<file path="src/rtl/reg_wb_queue.sv">
// reg_wb_queue
//   Four-entry writeback queue that sits between the execute/load side and
//   the register-file write port. Requests are drained in acceptance order.
//   Writes to x0 are accepted and dropped. A decode-stage hazard query
//   reports whether a source register still has a pending write.
//
// Optional feature (macro REG_WB_BYPASS_EN):
//   Adds qfwd_data1/qfwd_data2, which carry the youngest pending value for
//   qaddr1/qaddr2. Without the macro, those ports and their logic are absent.
//
// Ports
//   clk, rst              clock, asynchronous active-high reset
//   in_valid/in_ready     request handshake
//   in_rd, in_data        request destination index and value
//   wb_hold               write port busy this cycle; the drain is frozen
//   we, waddr, wdata      register-file write port, driven from the FIFO head
//   qaddr1/2, qbusy1/2    hazard query: a pending write targets qaddrN
//   qfwd_data1/2          forwarded pending value (REG_WB_BYPASS_EN only)
//   occupancy             number of queued entries, 0..4
//
// Handshake: a request transfers on a rising edge where in_valid and
// in_ready are both 1. in_ready depends only on the registered count, never
// on wb_hold or in_valid, so a full queue refuses requests even in a cycle
// where it is also popping.
module reg_wb_queue (
  input  logic        clk,
  input  logic        rst,
  input  logic        in_valid,
  output logic        in_ready,
  input  logic [4:0]  in_rd,
  input  logic [31:0] in_data,
  input  logic        wb_hold,
  output logic        we,
  output logic [4:0]  waddr,
  output logic [31:0] wdata,
  input  logic [4:0]  qaddr1,
  input  logic [4:0]  qaddr2,
  output logic        qbusy1,
  output logic        qbusy2,
`ifdef REG_WB_BYPASS_EN
  output logic [31:0] qfwd_data1,
  output logic [31:0] qfwd_data2,
`endif
  output logic [2:0]  occupancy
);

  // Storage carries no reset: an entry is only ever read while count says
  // it is valid.
  logic [4:0]  mem_rd   [4];
  logic [31:0] mem_data [4];

  logic [1:0] wptr;
  logic [1:0] rptr;
  logic [2:0] count;

  logic accept;
  logic push;
  logic pop;
  logic not_empty;

  assign not_empty = (count != 3'd0);
  assign in_ready  = (count < 3'd4);
  assign accept    = in_valid & in_ready;
  // Writes to x0 complete the handshake but never occupy an entry.
  assign push      = accept & (in_rd != 5'd0);
  assign we        = not_empty & ~wb_hold;
  assign pop       = we;

  assign waddr     = not_empty ? mem_rd[rptr]   : 5'd0;
  assign wdata     = not_empty ? mem_data[rptr] : 32'd0;
  assign occupancy = count;

  always_ff @(posedge clk or posedge rst) begin
    if (rst) begin
      wptr  <= 2'd0;
      rptr  <= 2'd0;
      count <= 3'd0;
    end else begin
      if (push) wptr <= wptr + 2'd1;
      if (pop)  rptr <= rptr + 2'd1;
      case ({push, pop})
        2'b10:   count <= count + 3'd1;
        2'b01:   count <= count - 3'd1;
        default: count <= count;
      endcase
    end
  end

  always_ff @(posedge clk) begin
    if (push) begin
      mem_rd[wptr]   <= in_rd;
      mem_data[wptr] <= in_data;
    end
  end

  // Walk entries oldest to youngest so that, with forwarding enabled, the
  // last match seen is the youngest pending value for that register.
  always_comb begin
    logic [1:0] idx;
    idx    = 2'd0;
    qbusy1 = 1'b0;
    qbusy2 = 1'b0;
`ifdef REG_WB_BYPASS_EN
    qfwd_data1 = 32'd0;
    qfwd_data2 = 32'd0;
`endif
    for (int k = 0; k < 4; k++) begin
      idx = rptr + 2'(k);
      if (3'(k) < count) begin
        if ((qaddr1 != 5'd0) && (mem_rd[idx] == qaddr1)) begin
          qbusy1 = 1'b1;
`ifdef REG_WB_BYPASS_EN
          qfwd_data1 = mem_data[idx];
`endif
        end
        if ((qaddr2 != 5'd0) && (mem_rd[idx] == qaddr2)) begin
          qbusy2 = 1'b1;
`ifdef REG_WB_BYPASS_EN
          qfwd_data2 = mem_data[idx];
`endif
        end
      end
    end
  end

endmodule

</file>
<file path="config.mk">
export PLATFORM = sky130hd
export DESIGN_NAME = reg_wb_queue
export DESIGN_NICKNAME = d
export VERILOG_FILES = /design/src/rtl/reg_wb_queue.sv
export SDC_FILE = /design/constraint.sdc
export NUM_CORES = 1
export LEC_CHECK = 0
export ABC_AREA = 1
export CAP_MARGIN = 20
export CORE_MARGIN = 2
export CORE_UTILIZATION = 55
export CTS_CLUSTER_DIAMETER = 150
export DETAILED_ROUTE_END_ITERATION = 12
export PLACE_DENSITY = 0.91
export SLEW_MARGIN = 10
export SYNTH_ARGS = -nofsm -noshare
export SYNTH_HDL_FRONTEND = slang
export SYNTH_SLANG_ARGS = --single-unit
</file>
<file path="constraint.sdc">
create_clock -name clk -period 4 [get_ports clk]
set_input_delay 1.2 -clock clk [delete_from_list [all_inputs] [get_ports clk]]
set_output_delay 1.2 -clock clk [all_outputs]
set_load 0.01 [all_outputs]
</file>
== Word-level counts from Yosys, hierarchy flattened ==
Memory sizes are Yosys's and may differ from the RTL's.
Index checks and enable logic that the tools add are counted.

* Flip-flop bits (word level): 7
* Memory bits (writable): 148
* Input port bits: 51
* Output and inout port bits: 44
* Memories: 2

* $add $sub $neg: 6
* Magnitude comparators: 5
* Equality and inequality tests: 10
* Mux-type cells: 21
* Bitwise gates (word level): 4
* Reduce and logical (&&, ||, !) cells: 13

{| class="wikitable"
|+ Memory list
! memory !! depth !! width !! read ports !! clocked after Yosys merged registers in !! write ports !! RTL line !! text
|-
| mem_data || 4 || 32 || 1 || 0 || 1 || 50 || <nowiki>logic [31:0] mem_data [4];</nowiki>
|-
| mem_rd || 4 || 5 || 4 || 0 || 1 || 49 || <nowiki>logic [4:0] mem_rd [4];</nowiki>
|}

{| class="wikitable"
|+ Operators by type and width
! cell !! count
|-
| 5-bit == test || 8
|-
| 32-bit 2-to-1 mux || 1
|-
| 1-bit 2-to-1 mux || 18
|-
| 5-bit nonzero test || 3
|-
| 1-bit logical AND || 8
|-
| 1-bit by 3-bit < comparator with 1-bit output, first input constant || 2
|-
| 2-bit by 3-bit < comparator with 1-bit output, first input constant || 2
|-
| 3-bit case mux with 2 select lines || 1
|-
| 5-bit 2-to-1 mux || 1
|-
| 2-bit by 1-bit adder with 2-bit output, second input constant || 2
|-
| 2-bit adder, second input constant || 2
|-
| 3-bit by 1-bit adder with 3-bit output, second input constant || 1
|-
| 1-bit AND || 3
|-
| 3-bit < comparator, second input constant || 1
|-
| 3-bit nonzero test || 1
|-
| 3-bit by 1-bit subtractor with 3-bit output, second input constant || 1
|-
| 2-bit by 1-bit == test with 1-bit output, second input constant || 1
|-
| 2-bit == test, second input constant || 1
|-
| 2-bit nonzero test || 1
|-
| 1-bit inverter || 1
|}

== Depth between registers and ports, before layout ==
Gate-level depths: netlist (run 1).
An unclocked memory read counts as a cell.

* Depth after elaboration: 11
* Gate-level depth with buffers: 14

== Least setup slack after synthesis (run 1) ==
No wires, ideal clock.

* Kind: input to register
* Start: input in_rd[3]
* End: memory mem_data[0][0], enable pin
* Library setup time: 431 ps
* Arrival: 3098 ps
* Setup slack: 471 ps
* Stages: 4
* Buffers on the path: 0
* Cells stage by stage: nor3_1 > nand2_1 > nand3_1 > nor2_1

* Longest elaborated chain between the ends: 4

{| class="wikitable"
|+ Ends and longest elaborated chain
! element !! RTL line !! text
|-
| start: declaration || 30 || <nowiki>input logic [4:0] in_rd,</nowiki>
|-
| 5-bit nonzero test || 65 || <nowiki>assign push = accept & (in_rd != 5'd0);</nowiki>
|-
| 1-bit AND || 65 ||
|-
| 1-bit 2-to-1 mux || 90 || <nowiki>if (push) begin</nowiki>
|-
| 1-bit 2-to-1 mux (implied by the code) || 92 || <nowiki>mem_data[wptr] <= in_data;</nowiki>
|-
| end: declaration || 50 ||
|}

Every way passes these cells.

== Worst setup path in the final report (run 1) ==
* Start: register rptr[0]
* End: output wdata[20]

* Longest elaborated chain between the ends: 2

{| class="wikitable"
|+ Ends and longest elaborated chain
! element !! RTL line !! text
|-
| start: declaration || 53 || <nowiki>logic [1:0] rptr;</nowiki>
|-
| start signal: assignment || 80 || <nowiki>if (pop) rptr <= rptr + 2'd1;</nowiki>
|-
| memory 4 x 32 bit || n/a ||
|-
| 32-bit 2-to-1 mux || 70 || <nowiki>assign wdata = not_empty ? mem_data[rptr] : 32'd0;</nowiki>
|-
| end: declaration || 35 || <nowiki>output logic [31:0] wdata,</nowiki>
|}

Every way passes these cells.

==> results of run 1 <==
-- path summary, 6_finish.rpt --
check,end,slack (ns),depth (start not counted)
max,wdata[20],0.12,7
min,occupancy[0],0.57,1
max reg2reg,occupancy[2],1.62,12
min reg2reg,occupancy[0],0.57,1
max in group asynchronous,rptr[0],2.72,2
min in group asynchronous,wptr[0],1.03,2
-- where the power goes --
group          internal [W]  leakage (nW)  switching (W)
clock network      0.000880         0.287       0.000673
logic               0.00137          1.71        0.00211
registers           0.00205          1.43       0.000116
-- cell type report --
| cell class | count | area (µm²) | share of cell area |
|---|---|---|---|
| diodes | 1 | 2.502 | 0.0002776 |
| clock buffers | 17 | 425.4 | 0.04720 |
| multi-input cells | 424 | 2195 | 0.2435 |
| well taps | 172 | 215.2 | 0.02388 |
| clock inverters | 15 | 156.4 | 0.01735 |
| inverters | 38 | 147.6 | 0.01638 |
| repair buffers | 122 | 1250 | 0.1387 |
| flip-flops and latches | 155 | 4622 | 0.5128 |
-- state kept, by name (all words and copies together) (netlist names) --
register and count:
rptr 2, mem_data 128, wptr 2, occupancy 3, mem_rd 20
-- cells by family after synthesis --
| logic type | after synthesis |
|---|---|
| and+or+nand+nor | 318 |
| DFF | 155 |
| AOI/OAI and AO/OA | 76 |
| buffers and inverters | 71 |
| xor gates and xnor gates | 21 |
| adders and majority gates | 9 |
-- cell usage after synthesis --
cell type	number
buf_2	10
xor2_1	19
a31oi_1	32
nor2_1	39
buf_6	6
nand2_2	4
nand2_1	155
a21oi_1	1
edfxtp_1	148
a21oi_2	1
nand3_1	115
a22oi_1	32
inv_1	36
ha_1	9
o21ai_0	10
clkbuf_1	12
buf_1	4
inv_6	1
nand4_1	1
xnor2_1	2
dfrtp_1	7
buf_4	1
nor3_1	3
and2_1	1
inv_2	1
-- routing by layer --
layer / share of wire / wire, µm
met1: 0.39 / 7231
met2: 0.51 / 9644
met3: 0.080 / 1501
met4: 0.020 / 374
met5: 0 / 0
-- placed cells by master, fill, tap and decap left out, types with 19 or more instances in the layout --
cell type,count
buf_4,19
clkdlybuf4s50_1,90
inv_1,36
edfxtp_1,148
a22oi_1,32
nand3_1,115
nor2_1,34
nand2_1,155
xor2_1,19
a31oi_1,32
-- critical path, cell delays in order, from the launching register on --
cell and delay, ns:
dfrtp_2 0.47, inv_6 0.21, nand2_2 0.08, inv_1 0.06, buf_4 0.37, a22oi_1 0.13
a31oi_1 0.30, clkdlybuf4s50_1 0.62
-- metrics by stage --
step / power, W / cells / cell area, µm²
global placement: 0.005476 / 911 / 8423
CTS: 0.007160 / 943 / 9002
global route: 0.007562 / 944 / 9014
detailed placement: 0.005568 / 911 / 8423
finish: 0.007199 / 944 / 9014
floorplan: 0.004163 / 650 / 7109
-- repair_timing --
item / CTS / global route
hold buffers: 0 / 0
endpoints found under the setup margin: 2 / 15
pin swaps: 1 / 0
resized for setup: 5 / 5
==> flow_summary.toml, run 1 <==
[grt]
track_usage = 0.2729
use_met2 = 0.4633
use_met3 = 0.06153
met1_usage = 0.3447
grt_max_degree = 41
antenna_found_initial = 1
grt-busiest-layer = "met2"
first_global_vias = 5434
grt_pass1_wl_mm = 29.26
grt.overflow.total = 0

[finish]
nets = 818
final_core_util = 0.7143
drive_above_1_share = 0.09728
nFillCells = 832
area_delta_synth_final_pct = 26.79

[timing]
period_needed_ns = 3.882
max_freq_mhz = 257.6
skew_ns = 0.009529
finalHoldViolations = 0
rsz0062_at_grt = "false"
tightestPinTransition_ns = 0.4741
setup_viol = 0
fin_crit_sh = 0.9705
slew-limit-headroom = 0.6839
setup_slack_ns = 0.1181
final_max_slew_viol_count = 0
fin_setup_tns_ns = 0
fin_hold_ws_ns = 0.5742

[logic_synthesis]
yosysTopAreaCell = "edfxtp_1"
netlist_area_mm2 = 0.007109
syn_area_per_cell_um2 = 10.94
synth_warnings = 0
synthSimpleGateAreaFrac = 0.1908
yosysSeqAreaShare = 0.6498
ys_top_cells_by_area = "edfxtp_1 (63%), nand2_1 (8.2%), nand3_1 (8.1%)"
ys_types = 25
muxShareOfSynthArea = 0
synth-xor-area-share = 0.02587
synth_top_family_by_area = "simple AND/OR/NAND/NOR gates"
synth_nets = 710
synth-compound-area-share = 0.07093
synth_fa_ha_area_frac = 0.01584
netlist_instances = 650
synth_seq_cells = 155
synth_top_area_frac = 0.6251

[floorplan]
rows = 41
initial_core_util = 0.5634
die_h_um = 117.7
ioPinCount = 95
core_area_mm2 = 0.01262
dieWidth_um = 117.7
dieArea_mm2 = 0.01385

[route]
antenna_left = 0
viasPerCell = 5.895
vias = 5565
routed_wl_mm = 18.75
drt_first_pass_iters = 5
drc_errors = 0
drt-initial-drc-count = 616
wire_per_inst_um = 19.86

[placement]
port_buffers = 94
place_ws_ns = -0.2319
place_congestion = 0.8605
dp_hpwl_mm = 11.81

[clock_tree]
numCtsBuffers = 17
cts_max_level = 4
cts-root-buf = "clkbuf_16"
cts_tree = "built"
clk_pin_slew_ns = 0.07
numClockSinks = 155
cts_setup_buffers = 0
clk_latency_ns = 0.41
clock_path_buffers = 2

[power_and_ir_drop]
ir_worst_vdd_uv = 578.0
p_leak_nw = 3.418
power_density_mw_per_mm2 = 798.7

[worst_hold_path]
worstHoldPathType = "reg2reg"
min_from = "occupancy[0]"

[critical_path]
crit_path_start_kind = "flip-flop"
end_kind = "output port"
critPathKind = "reg2out"
cp-startpoint = "rptr[0]"
rr_startpoint = "occupancy[0]"
cp_max_fo = 32
crit_arrival_ns = 2.68
required_ns = 2.80

[flow_run]
cap_violations = 0

[status]
status = "completed"
(Power assumes the default switching activity.)
==> inputs of run 2 (changes only) <==
==> constraint.sdc (replaced) <==
create_clock -name clk -period 4 [get_ports clk]
set_input_delay 1.2 -clock clk [delete_from_list [all_inputs] [get_ports clk]]
set_output_delay 1.2 -clock clk [all_outputs]
set_load 0.05 [all_outputs]
==> run 2 against run 1 <==
Net effect: final area grew 2.7%; clock power is essentially flat; hold slack about the same.
==> flow_summary.toml, run 2 (synthesis gave the netlist of run 1 again) <==
[timing]
fin_setup_tns_ns = 0
setup_slack_ns = 0.09939
period_needed_ns = 3.901
final_max_slew_viol_count = 0
fin_crit_sh = 0.9752
tightestPinTransition_ns = 0.4959
skew_ns = 0.007491
max_freq_mhz = 256.4
setup_viol = 0
finalHoldViolations = 0
slew-limit-headroom = 0.6684
rsz0062_at_grt = "false"

[power_and_ir_drop]
p_leak_nw = 3.567
ir_worst_vdd_uv = 815.4
power_density_mw_per_mm2 = 964.8

[status]
status = "completed"

[critical_path]
crit_path_start_kind = "input pin"
critPathKind = "in2out"
end_kind = "output port"
crit_arrival_ns = 2.70
required_ns = 2.80
rr_startpoint = "occupancy[1]"
cp-startpoint = "qaddr1[1]"
cp_max_fo = 5

[placement]
port_buffers = 94
dp_hpwl_mm = 11.58
place_ws_ns = 0.1183
place_congestion = 0.9268

[finish]
largest_reg_flops = 128
n_antenna_cell = 0
nFillCells = 772
area_delta_synth_final_pct = 30.27
drive_above_1_share = 0.1373
final_common_cell = "nand2_1"
top_register = "mem_data"
layout_common_cells = "nand2_1 (155), edfxtp_1 (148), nand3_1 (115), clkdlybuf4s50_1 (53), buf_12 (40)"
nets = 812

[clock_tree]
cts_hold_buffers = 0
clock_path_buffers = 2
numCtsBuffers = 17
cts_tree = "built"
numClockSinks = 155
clk_pin_slew_ns = 0.06
clk_latency_ns = 0.42
cts-root-buf = "clkbuf_16"
cts_max_level = 4

[grt]
antenna_found_initial = 0
first_global_vias = 5567
use_met2 = 0.4604
grt.overflow.total = 0
use_met3 = 0.06734
met1_usage = 0.3500
track_usage = 0.2784
grt_pass1_wl_mm = 29.69
grt-busiest-layer = "met2"
grt_max_degree = 38

[floorplan]
initial_core_util = 0.5634
rows = 41
die_h_um = 117.7
core_area_mm2 = 0.01262
dieArea_mm2 = 0.01385
dieWidth_um = 117.7
ioPinCount = 95

[route]
antenna_left = 0
drt-initial-drc-count = 707
drt_first_pass_iters = 8
routed_wl_mm = 18.98
drc_errors = 0
wire_per_inst_um = 20.25
vias = 5592
viasPerCell = 5.968

[flow_run]
cap_violations = 0

[worst_hold_path]
worstHoldPathType = "reg2reg"
min_from = "occupancy[0]"
-- run 2: changes by cell type in the layout (fill, tap and decap cells not counted), moves of 2 or more --
cell / change
clkdlybuf4s50_1: -37
buf_6: +2
dlymetal6s2s_1: +2
inv_6: -2
buf_12: +32
dlygate4sd2_1: -3
clkinv_2: +2
-- run 2: critical path, cell delays in order --
cell	delay, ns
clkdlybuf4s50_1	0.48
inv_1	0.12
nand3_1	0.16
nand2_1	0.07
nor2_1	0.13
nand3_1	0.09
nand2_1	0.06
nand2_1	0.05
a21oi_2	0.18
buf_12	0.16
-- run 2: timing repair --
action                                 4_1_cts  5_1_grt
setup buffers                                0        2
setup endpoints to repair                    0        7
gates resized for setup                      0        4
endpoints found under the hold margin        0        0
-- run 2: power breakdown --
| part | switching (W) | internal [W] |
|---|---|---|
| combinational | 0.00330 | 0.00191 |
| clock | 0.000655 | 0.000870 |
| sequential | 0.000139 | 0.00206 |
-- run 2: metal layers --
| metal | vias to the layer above | share of wire |
|---|---|---|
| met1 | 2636 | 0.37 |
| li1 | 2519 | - |
| met3 | 47 | 0.11 |
| met4 | 0 | 0.026 |
| met5 | - | 0 |
| met2 | 390 | 0.50 |
-- run 2: area by class of cell --
class / count / area (µm²) / area share
sequential: 155 / 4624 / 0.4993
multi-input combinational: 424 / 2187 / 0.2362
timing repair buffer: 116 / 1521 / 0.1643
clock buffer: 18 / 429.2 / 0.04634
tap: 172 / 215.2 / 0.02324
inverter: 38 / 147.6 / 0.01594
clock inverter: 14 / 136.4 / 0.01473
-- run 2: per-stage QoR --
stage / power (W) / utilization / hold WS (ns) / std cells / area [µm²]
2_1_floorplan: 0.005216 / - / 0.5566 / 650 / 7109
3_3_place_gp: 0.007194 / 0.6867 / 0.5360 / 903 / 8666
3_5_place_dp: 0.007306 / 0.6867 / 0.5584 / 903 / 8666
4_1_cts: 0.008878 / 0.7315 / 0.5693 / 935 / 9231
5_1_grt: 0.009321 / 0.7339 / 0.6008 / 937 / 9261
6_report: 0.008935 / 0.7339 / 0.5741 / 937 / 9261
-- run 2: worst paths after layout --
kind | to | cells after the start | slack, ns
min in group asynchronous | wptr[1] | 2 | 1.02
hold reg to reg | occupancy[0] | 1 | 0.57
hold / removal | occupancy[0] | 1 | 0.57
max in group asynchronous | rptr[0] | 2 | 2.74
setup / recovery | qbusy1 | 10 | 0.1
setup reg to reg | occupancy[2] | 12 | 1.35
